<file path="src/rtl/pipeline_hazard_unit_if.sv">
// pipeline_hazard_unit_if
//   Bundles the hazard unit's datapath-facing signals: stage register
//   indices and control bits, the data-memory wait handshake, the debugger
//   ebreak/resume pair, the per-stage stall/clear controls, status flags and
//   performance counters.
//   Modports:
//     slave  - the hazard unit (consumes datapath state, drives controls)
//     master - the datapath/debugger side
interface pipeline_hazard_unit_if #(
  parameter int REG_W = 5,
  parameter int CNT_W = 32
);
  logic             ebreak;
  logic             resume;
  logic [REG_W-1:0] ID_rs0;
  logic [REG_W-1:0] ID_rs1;
  logic [REG_W-1:0] EX_rs0;
  logic [REG_W-1:0] EX_rs1;
  logic [REG_W-1:0] EX_rd;
  logic [REG_W-1:0] MEM_rd;
  logic             ID_branch_type;
  logic             ID_jalr;
  logic             ID_jump;
  logic             EX_alusrc0;
  logic             EX_alusrc1;
  logic             EX_mem_write;
  logic             EX_regwrite;
  logic             EX_jal_or_jalr;
  logic             MEM_mem_to_reg;
  logic             MEM_mem_req;
  logic             mem_ready;
  logic             cnt_clr;

  logic             IF_stall;
  logic             ID_stall;
  logic             ID_clear;
  logic             EX_stall;
  logic             EX_clear;
  logic             MEM_stall;
  logic             MEM_clear;
  logic             WB_stall;
  logic             WB_clear;
  logic             halted;
  logic             mem_timeout;
  logic [CNT_W-1:0] stall_cycles;
  logic [CNT_W-1:0] flush_count;

  modport slave (
    input  ebreak, resume, ID_rs0, ID_rs1, EX_rs0, EX_rs1, EX_rd, MEM_rd,
           ID_branch_type, ID_jalr, ID_jump, EX_alusrc0, EX_alusrc1,
           EX_mem_write, EX_regwrite, EX_jal_or_jalr, MEM_mem_to_reg,
           MEM_mem_req, mem_ready, cnt_clr,
    output IF_stall, ID_stall, ID_clear, EX_stall, EX_clear, MEM_stall,
           MEM_clear, WB_stall, WB_clear, halted, mem_timeout,
           stall_cycles, flush_count
  );

  modport master (
    output ebreak, resume, ID_rs0, ID_rs1, EX_rs0, EX_rs1, EX_rd, MEM_rd,
           ID_branch_type, ID_jalr, ID_jump, EX_alusrc0, EX_alusrc1,
           EX_mem_write, EX_regwrite, EX_jal_or_jalr, MEM_mem_to_reg,
           MEM_mem_req, mem_ready, cnt_clr,
    input  IF_stall, ID_stall, ID_clear, EX_stall, EX_clear, MEM_stall,
           MEM_clear, WB_stall, WB_clear, halted, mem_timeout,
           stall_cycles, flush_count
  );
endinterface

</file>
<file path="src/rtl/pipeline_hazard_unit.sv">
// pipeline_hazard_unit
//   Stall/flush controller for a five-stage RV32I pipeline. Combinational
//   load-use and branch-operand hazard detection, a data-memory wait state
//   with timeout watchdog, a debugger halt on ebreak, and saturating
//   stall/flush performance counters.
//   Ports:
//     clk   - rising-edge clock
//     rst_n - synchronous active-low reset
//     hz    - pipeline_hazard_unit_if.slave (all datapath/debug signals)
//
//   state | meaning
//   ------+---------------------------------------------------------------
//   RUN   | normal issue; hazards resolved by stall/bubble insertion
//   WAIT  | data memory access outstanding; watchdog counting
//   HALT  | frozen for debugger (ebreak or watchdog); leaves on resume
module pipeline_hazard_unit #(
  parameter int REG_W       = 5,
  parameter int CNT_W       = 32,
  parameter int MEM_TIMEOUT = 256
) (
  input  logic                  clk,
  input  logic                  rst_n,
  pipeline_hazard_unit_if.slave hz
);
  localparam int WC_W = (MEM_TIMEOUT < 1) ? 1 : $clog2(MEM_TIMEOUT + 1);
  localparam logic [WC_W-1:0] WC_LAST = WC_W'(MEM_TIMEOUT - 1);
  localparam bit WD_EN = (MEM_TIMEOUT > 0);

  typedef enum logic [1:0] {RUN, WAIT, HALT} state_t;

  state_t            state, state_nxt;
  logic [WC_W-1:0]   wait_cnt;
  logic              to_flag;
  logic [CNT_W-1:0]  stall_cnt, flush_cnt;

  logic ex_haz, id_haz, mwait, wd_fire;
  logic if_stall, id_stall, ex_stall, mem_stall, wb_stall;
  logic id_clear, ex_clear, mem_clear, wb_clear;

  // Load-use: the loaded register is only consumed through a real register
  // operand; a store's data operand (rs1) consumes it regardless of alusrc.
  always_comb begin
    logic rs0_hit, rs1_hit;
    rs0_hit = (hz.EX_rs0 == hz.MEM_rd) && !hz.EX_alusrc0 && !hz.EX_jal_or_jalr;
    rs1_hit = (hz.EX_rs1 == hz.MEM_rd) &&
              ((!hz.EX_alusrc1 && !hz.EX_jal_or_jalr) || hz.EX_mem_write);
    ex_haz  = hz.MEM_mem_to_reg && (hz.MEM_rd != '0) && (rs0_hit || rs1_hit);
  end

  // Branch operands are resolved in ID, so any in-flight producer in EX or a
  // load in MEM blocks it. jalr only reads rs0.
  always_comb begin
    logic ex_w, mem_w, use0, use1;
    ex_w   = hz.EX_regwrite && (hz.EX_rd != '0);
    mem_w  = hz.MEM_mem_to_reg && (hz.MEM_rd != '0);
    use0   = hz.ID_branch_type || hz.ID_jalr;
    use1   = hz.ID_branch_type;
    id_haz = (use0 && ((ex_w && hz.ID_rs0 == hz.EX_rd) || (mem_w && hz.ID_rs0 == hz.MEM_rd))) ||
             (use1 && ((ex_w && hz.ID_rs1 == hz.EX_rd) || (mem_w && hz.ID_rs1 == hz.MEM_rd)));
  end

  assign mwait   = hz.MEM_mem_req && !hz.mem_ready;
  assign wd_fire = WD_EN && (state != HALT) && mwait && (wait_cnt == WC_LAST);

  always_comb begin
    state_nxt = state;
    if_stall  = 1'b0;
    id_stall  = 1'b0;
    ex_stall  = 1'b0;
    mem_stall = 1'b0;
    wb_stall  = 1'b0;
    id_clear  = 1'b0;
    ex_clear  = 1'b0;
    mem_clear = 1'b0;
    wb_clear  = 1'b0;
    if (!rst_n) begin
      state_nxt = RUN;
      id_clear  = 1'b1;
      ex_clear  = 1'b1;
      mem_clear = 1'b1;
      wb_clear  = 1'b1;
    end else if (state == HALT) begin
      // A pending memory wait is ignored on the resume cycle, so a watchdog
      // halt abandons the stuck access and lets MEM advance.
      if (hz.resume) begin
        ex_clear  = 1'b1;
        state_nxt = RUN;
      end else begin
        {if_stall, id_stall, ex_stall, mem_stall, wb_stall} = '1;
      end
    end else if (mwait) begin
      {if_stall, id_stall, ex_stall, mem_stall} = '1;
      wb_clear  = 1'b1;
      state_nxt = wd_fire ? HALT : WAIT;
    end else if (hz.ebreak) begin
      {if_stall, id_stall, ex_stall, mem_stall, wb_stall} = '1;
      state_nxt = HALT;
    end else begin
      state_nxt = RUN;
      if (ex_haz) begin
        {if_stall, id_stall, ex_stall} = '1;
        mem_clear = 1'b1;
      end else if (id_haz) begin
        {if_stall, id_stall} = '1;
        ex_clear = 1'b1;
      end else if (hz.ID_jump) begin
        id_clear = 1'b1;
      end
    end
  end

  always_ff @(posedge clk) begin
    if (!rst_n) begin
      state     <= RUN;
      wait_cnt  <= '0;
      to_flag   <= 1'b0;
      stall_cnt <= '0;
      flush_cnt <= '0;
    end else begin
      state    <= state_nxt;
      wait_cnt <= (state != HALT && mwait && !wd_fire) ? wait_cnt + 1'b1 : '0;
      if (wd_fire) to_flag <= 1'b1;
      if (hz.cnt_clr) begin
        stall_cnt <= '0;
        flush_cnt <= '0;
      end else begin
        if (if_stall && state != HALT && stall_cnt != '1)
          stall_cnt <= stall_cnt + 1'b1;
        if ((id_clear || ex_clear || mem_clear) && flush_cnt != '1)
          flush_cnt <= flush_cnt + 1'b1;
      end
    end
  end

  assign hz.IF_stall     = if_stall;
  assign hz.ID_stall     = id_stall;
  assign hz.EX_stall     = ex_stall;
  assign hz.MEM_stall    = mem_stall;
  assign hz.WB_stall     = wb_stall;
  assign hz.ID_clear     = id_clear;
  assign hz.EX_clear     = ex_clear;
  assign hz.MEM_clear    = mem_clear;
  assign hz.WB_clear     = wb_clear;
  // Status is masked while reset is held so it reads cleared immediately,
  // not only after the reset edge.
  assign hz.halted       = rst_n && (state == HALT);
  assign hz.mem_timeout  = rst_n && to_flag;
  assign hz.stall_cycles = rst_n ? stall_cnt : '0;
  assign hz.flush_count  = rst_n ? flush_cnt : '0;
endmodule
</file>
<file path="src/flat_wrapper.sv">
// flat-port wrapper written by rule: the top's interface ports become plain ports
module pipeline_hazard_unit_flat 
#(
  parameter int REG_W       = 5,
  parameter int CNT_W       = 32,
  parameter int MEM_TIMEOUT = 256
)
  (clk, rst_n, hz_ebreak, hz_resume, hz_ID_rs0, hz_ID_rs1, hz_EX_rs0, hz_EX_rs1, hz_EX_rd, hz_MEM_rd, hz_ID_branch_type, hz_ID_jalr, hz_ID_jump, hz_EX_alusrc0, hz_EX_alusrc1, hz_EX_mem_write, hz_EX_regwrite, hz_EX_jal_or_jalr, hz_MEM_mem_to_reg, hz_MEM_mem_req, hz_mem_ready, hz_cnt_clr, hz_IF_stall, hz_ID_stall, hz_ID_clear, hz_EX_stall, hz_EX_clear, hz_MEM_stall, hz_MEM_clear, hz_WB_stall, hz_WB_clear, hz_halted, hz_mem_timeout, hz_stall_cycles, hz_flush_count);
  pipeline_hazard_unit_if #(.REG_W(REG_W), .CNT_W(CNT_W)) hz_i ();
  input  logic clk;
  input  logic rst_n;
  input wire logic [$bits(hz_i.ebreak)-1:0] hz_ebreak;
  input wire logic [$bits(hz_i.resume)-1:0] hz_resume;
  input wire logic [$bits(hz_i.ID_rs0)-1:0] hz_ID_rs0;
  input wire logic [$bits(hz_i.ID_rs1)-1:0] hz_ID_rs1;
  input wire logic [$bits(hz_i.EX_rs0)-1:0] hz_EX_rs0;
  input wire logic [$bits(hz_i.EX_rs1)-1:0] hz_EX_rs1;
  input wire logic [$bits(hz_i.EX_rd)-1:0] hz_EX_rd;
  input wire logic [$bits(hz_i.MEM_rd)-1:0] hz_MEM_rd;
  input wire logic [$bits(hz_i.ID_branch_type)-1:0] hz_ID_branch_type;
  input wire logic [$bits(hz_i.ID_jalr)-1:0] hz_ID_jalr;
  input wire logic [$bits(hz_i.ID_jump)-1:0] hz_ID_jump;
  input wire logic [$bits(hz_i.EX_alusrc0)-1:0] hz_EX_alusrc0;
  input wire logic [$bits(hz_i.EX_alusrc1)-1:0] hz_EX_alusrc1;
  input wire logic [$bits(hz_i.EX_mem_write)-1:0] hz_EX_mem_write;
  input wire logic [$bits(hz_i.EX_regwrite)-1:0] hz_EX_regwrite;
  input wire logic [$bits(hz_i.EX_jal_or_jalr)-1:0] hz_EX_jal_or_jalr;
  input wire logic [$bits(hz_i.MEM_mem_to_reg)-1:0] hz_MEM_mem_to_reg;
  input wire logic [$bits(hz_i.MEM_mem_req)-1:0] hz_MEM_mem_req;
  input wire logic [$bits(hz_i.mem_ready)-1:0] hz_mem_ready;
  input wire logic [$bits(hz_i.cnt_clr)-1:0] hz_cnt_clr;
  output wire logic [$bits(hz_i.IF_stall)-1:0] hz_IF_stall;
  output wire logic [$bits(hz_i.ID_stall)-1:0] hz_ID_stall;
  output wire logic [$bits(hz_i.ID_clear)-1:0] hz_ID_clear;
  output wire logic [$bits(hz_i.EX_stall)-1:0] hz_EX_stall;
  output wire logic [$bits(hz_i.EX_clear)-1:0] hz_EX_clear;
  output wire logic [$bits(hz_i.MEM_stall)-1:0] hz_MEM_stall;
  output wire logic [$bits(hz_i.MEM_clear)-1:0] hz_MEM_clear;
  output wire logic [$bits(hz_i.WB_stall)-1:0] hz_WB_stall;
  output wire logic [$bits(hz_i.WB_clear)-1:0] hz_WB_clear;
  output wire logic [$bits(hz_i.halted)-1:0] hz_halted;
  output wire logic [$bits(hz_i.mem_timeout)-1:0] hz_mem_timeout;
  output wire logic [$bits(hz_i.stall_cycles)-1:0] hz_stall_cycles;
  output wire logic [$bits(hz_i.flush_count)-1:0] hz_flush_count;
  assign hz_i.ebreak = hz_ebreak;
  assign hz_i.resume = hz_resume;
  assign hz_i.ID_rs0 = hz_ID_rs0;
  assign hz_i.ID_rs1 = hz_ID_rs1;
  assign hz_i.EX_rs0 = hz_EX_rs0;
  assign hz_i.EX_rs1 = hz_EX_rs1;
  assign hz_i.EX_rd = hz_EX_rd;
  assign hz_i.MEM_rd = hz_MEM_rd;
  assign hz_i.ID_branch_type = hz_ID_branch_type;
  assign hz_i.ID_jalr = hz_ID_jalr;
  assign hz_i.ID_jump = hz_ID_jump;
  assign hz_i.EX_alusrc0 = hz_EX_alusrc0;
  assign hz_i.EX_alusrc1 = hz_EX_alusrc1;
  assign hz_i.EX_mem_write = hz_EX_mem_write;
  assign hz_i.EX_regwrite = hz_EX_regwrite;
  assign hz_i.EX_jal_or_jalr = hz_EX_jal_or_jalr;
  assign hz_i.MEM_mem_to_reg = hz_MEM_mem_to_reg;
  assign hz_i.MEM_mem_req = hz_MEM_mem_req;
  assign hz_i.mem_ready = hz_mem_ready;
  assign hz_i.cnt_clr = hz_cnt_clr;
  assign hz_IF_stall = hz_i.IF_stall;
  assign hz_ID_stall = hz_i.ID_stall;
  assign hz_ID_clear = hz_i.ID_clear;
  assign hz_EX_stall = hz_i.EX_stall;
  assign hz_EX_clear = hz_i.EX_clear;
  assign hz_MEM_stall = hz_i.MEM_stall;
  assign hz_MEM_clear = hz_i.MEM_clear;
  assign hz_WB_stall = hz_i.WB_stall;
  assign hz_WB_clear = hz_i.WB_clear;
  assign hz_halted = hz_i.halted;
  assign hz_mem_timeout = hz_i.mem_timeout;
  assign hz_stall_cycles = hz_i.stall_cycles;
  assign hz_flush_count = hz_i.flush_count;
  pipeline_hazard_unit #(.REG_W(REG_W), .CNT_W(CNT_W), .MEM_TIMEOUT(MEM_TIMEOUT)) u_core (.clk(clk), .rst_n(rst_n), .hz(hz_i));
endmodule
</file>
<file path="config.mk">
export PLATFORM = sky130hd
export DESIGN_NAME = pipeline_hazard_unit_flat
export DESIGN_NICKNAME = d
export VERILOG_FILES = /design/src/rtl/pipeline_hazard_unit_if.sv /design/src/rtl/pipeline_hazard_unit.sv /design/src/flat_wrapper.sv
export SDC_FILE = /design/constraint.sdc
export NUM_CORES = 1
export LEC_CHECK = 0
export CORE_MARGIN = 2
export CORE_UTILIZATION = 54
export CTS_CLUSTER_SIZE = 10
export DETAILED_ROUTE_END_ITERATION = 8
export PLACE_DENSITY_LB_ADDON = 0.1
export SETUP_SLACK_MARGIN = 0.1
export SYNTH_ARGS = -nofsm -noshare
export SYNTH_HDL_FRONTEND = slang
export SYNTH_SLANG_ARGS = --single-unit
</file>
<file path="constraint.sdc">
create_clock -name clk -period 6.45 [get_ports clk]
set_clock_uncertainty 0.05 [all_clocks]
set_input_delay 1.29 -clock clk [delete_from_list [all_inputs] [get_ports clk]]
set_output_delay 1.29 -clock clk [all_outputs]
set_load 0.05 [all_outputs]
</file>
==> metrics.csv, run 1 <==
stage,metric,value,unit
status,outcome,"finished, final reports clean",
detailed_routing,iteration count of the initial detailed-routing pass,4,
flow_run,count of max-cap constraint violations,0,
pwr,combinational group share of total power,14.2,%
final_layout,area growth from synthesis to layout,27.9,%
clock_tree,sink count of the clock tree,76,
clock_tree,CTS-repair resized insts,0,
floorplanning,Die ar.,9810,µm²
yosys,yosys synthesis warning count,0,
final_layout,fraction of layout instances using a drive strength above 1,6.13,%
pwr,Internal Pwr Total,718,µW
worst_setup_path,Worst Path Arrival,4.27,ns
grt,final global-route overflow total,0,
pwr,sequential share of power,48.0,%
final_layout,Finished Layout Cells,809,
timing,slew at the pin closest to its max-slew limit,1.13,ns
pwr,Switching Fraction,27.1,%
detailed_routing,DR iter-0 viols,196,
yosys,"top cells by area, synth","sky130_fd_sc_hd__dfxtp_1 (31%), sky130_fd_sc_hd__and2_1 (10%), sky130_fd_sc_hd__xnor2_1 (6.1%)",
pwr,relative contribution of the clock network to total power,37.8,%
clock_tree,post-CTS setup buffers,0,
grt,initial antenna violation count,0,
floorplanning,I/O pins,121,
worst_setup_path,largest fanout on the critical path,7,
yosys,total standard cell area after synthesis,4880,µm²
final_layout,Fillers,730,
yosys,Synth Net Count,646,
yosys,cell accounting for the most synthesized area,sky130_fd_sc_hd__dfxtp_1,
min_path,Hold Crit Depth,1,
worst_setup_path,reg2reg path depth,9,
pwr,Total Power,984,µW
placed_design,count of input and output buffers,120,
worst_setup_path,crit path capture type,output port,
timing,final-layout setup total negative slack,0,ns
worst_setup_path,worst path required time,5.11,ns
yosys,sequential element share of the synthesized area,31.2,%
pwr,power per cell area,158,nW/µm²
detailed_routing,Final Routed Wirelength,12.1,mm
placed_design,cell count after placement,793,
final_layout,final standard cell utilization of the core,71.2,%
timing,"crit path setup slack, layout",0.841,ns
timing,normalized max-slew margin,24.2,%
placed_design,final RePlAce weighted congestion,0.904,
timing,f_max,178,MHz
clock_tree,clock latency on the worst-skew pair,0.36,ns
grt,total global-route track usage,24.4,%
min_path,class of the tightest hold or removal check,reg2reg,
detailed_routing,post-route DRC violation count,0,
placed_design,detailed placer's ending HPWL,8.79,mm
clock_tree,TritonCTS Buffers,9,
detailed_routing,number of vias per cell,5.66,
clock_tree,CTS tree,done,
placed_design,Setup Slack @ Placement,0.838,ns
yosys,number of instances in the synthesized netlist,596,
clock_tree,clock-pin slew on the worst setup and hold paths,0.07,ns
timing,"Period Utilization, post-route",87.0,%
pwr,Worst VDD drop,0.000110,V
grt,vias in the first global route,4307,
final_layout,number of nets in the layout,746,
yosys,post-synthesis average cell area,8.19,µm²
grt,pin count of the biggest net entering global routing,52,
timing,setup repair after global routing missed its margin,no,
pwr,total net switching power,267,µW
clock_tree,Clk Tree Root Cell,sky130_fd_sc_hd__clkbuf_8,
timing,final setup vio count,0,
timing,minimum clock period after layout,5.61,ns
timing,Final Hold Violating Endpoints,0,
yosys,area share of the largest cell type after synthesis,31.2,%
worst_setup_path,kind of start point of the critical path,input port,
detailed_routing,routed via count,4578,
yosys,number of storage elements in the synthesis netlist,76,
detailed_routing,remaining antenna violation count,0,
floorplanning,die span in y,99.1,µm
floorplanning,die width,99.1,µm
clock_tree,level count of the clock H-tree,3,
grt,first-pass GRT wire length,19.9,mm
timing,max-slew violations,0,
yosys,count of distinct cell types in the synthesized netlist,52,
detailed_routing,Avg WL per Cell,15.0,µm
floorplanning,FP Rows,34,
worst_setup_path,critical path class,in2out,
floorplanning,effective utilization at floorplan,55.7,%
pwr,total leakage power,2.20,nW
clock_tree,count of hold buffers inserted by post-cts repair,0,
clock_tree,deepest clock path buffer count,2,
floorplanning,CORE AREA,8760,µm²
final_layout,antenna fix cells,0,
## layout make-up
| type | instances | area, µm² | area share (%) |
|---|---|---|---|
| Clock buffer | 11 | 141 | 2.27 |
| Clock inverter | 5 | 60.1 | 0.962 |
| Inverter | 13 | 48.8 | 0.782 |
| Multi-Input combinational cell | 473 | 3120 | 50.0 |
| Sequential cell | 76 | 1520 | 24.4 |
| Tap cell | 108 | 135 | 2.17 |
| Timing Repair Buffer | 123 | 1220 | 19.5 |
## cell usage after synthesis, drive strengths merged
cell type  count
o21a           1
o21ai         16
o22ai          3
nand3b         2
and2          79
a41o           3
nand2         55
o31ai          2
ha             4
and3          19
xor2          19
and4           9
o211ai         7
nor3           4
buf           15
dfxtp         76
a31oi          4
or2            1
a211oi        10
nor2b          6
o32ai          1
inv           13
nor2          47
nand3         29
a31o           5
clkbuf        19
mux2i          9
nand2b        13
nand4         18
mux2           2
nor4           3
xnor2         34
o21bai         1
a21oi         31
or3           12
a21o           9
or4            8
a2111oi        7
## cell usage in the layout, fill, tap and decap left out, drive strengths merged, types with 10 or more instances in the layout
master	synthesis	final
clkdlybuf4s50	0	118
and2	79	79
dfxtp	76	76
nand2	55	55
nor2	47	47
xnor2	34	34
a21oi	31	31
nand3	29	29
and3	19	19
xor2	19	19
nand4	18	18
o21ai	16	16
inv	13	14
nand2b	13	13
or3	12	12
clkbuf	19	11
a211oi	10	10
## sequential cells by signal (all words and copies together), names as in the netlist
| signal | flops |
|---|---|
| u_core.flush_cnt | 32 |
| u_core.stall_cnt | 32 |
| u_core.state | 2 |
| u_core.to_flag | 1 |
| u_core.wait_cnt | 9 |
## kinds of logic (layout without fill, tap and decap cells)
group,count (synthesis),after routing,share of synthesized area [%]
and+or+nand+nor,305,305,34.2
buffers and inverters,47,152,5.18
DFF,76,76,31.2
xor gates and xnor gates,53,53,9.51
muxes,11,11,2.31
adders and majority gates,4,4,1.03
AOI/OAI and AO/OA,100,100,16.6
## power groups by stage
| stage | Sequential, mW | Combinational (mW) | Clock [mW] |
|---|---|---|---|
| floorplan | 0.483 | 0.0904 | 0 |
| global placement | 0.483 | 0.136 | 0 |
| detailed placement | 0.484 | 0.140 | 0 |
| CTS | 0.473 | 0.140 | 0.378 |
| global route | 0.473 | 0.150 | 0.400 |
| finish | 0.473 | 0.140 | 0.372 |
## routing by layer
layer  share of wire (%)  routed length [µm]  GRT usage, %
met5                   0                   0             0
met4                 1.3                 159          7.38
met3                 4.2                 505          4.47
met2                  51                6220          43.9
met1                  43                5250          29.6
## path summary, 6_finish.rpt
check,start,slack [ns],end
min reg2reg,u_core.wait_cnt[0]$_SDFF_PN0_,0.40,u_core.wait_cnt[0]$_SDFF_PN0_
max reg2reg,u_core.flush_cnt[0]$_SDFFE_PP0P_,3.31,u_core.flush_cnt[13]$_SDFFE_PP0P_
min,u_core.wait_cnt[0]$_SDFF_PN0_,0.40,u_core.wait_cnt[0]$_SDFF_PN0_
max,hz_MEM_rd[0],0.84,hz_ID_stall
## critical path, cell delays in order
cell	delay [ns]
sky130_fd_sc_hd__clkdlybuf4s50_1	0.67
sky130_fd_sc_hd__xnor2_1	0.17
sky130_fd_sc_hd__nand4_1	0.13
sky130_fd_sc_hd__or4_4	0.51
sky130_fd_sc_hd__a21oi_4	0.21
sky130_fd_sc_hd__nor2b_1	0.16
sky130_fd_sc_hd__and2_1	0.18
sky130_fd_sc_hd__nor2_1	0.12
sky130_fd_sc_hd__clkdlybuf4s50_1	0.82
## per-stage QoR
step	hold slack, ns	area (µm²)
CTS	0.400	6240
global route	0.412	6240
global placement	0.373	6040
floorplan	0.363	4880
finish	0.396	6240
detailed placement	0.390	6040
No activity file was read; power rests on OpenSTA's default activity.
==> run 2, diff against run 1 <==
SLEW_MARGIN = 5   (was not set)
==> results of run 2 <==
Same layout as run 1: the final DEF is identical, and so are final timing and power.
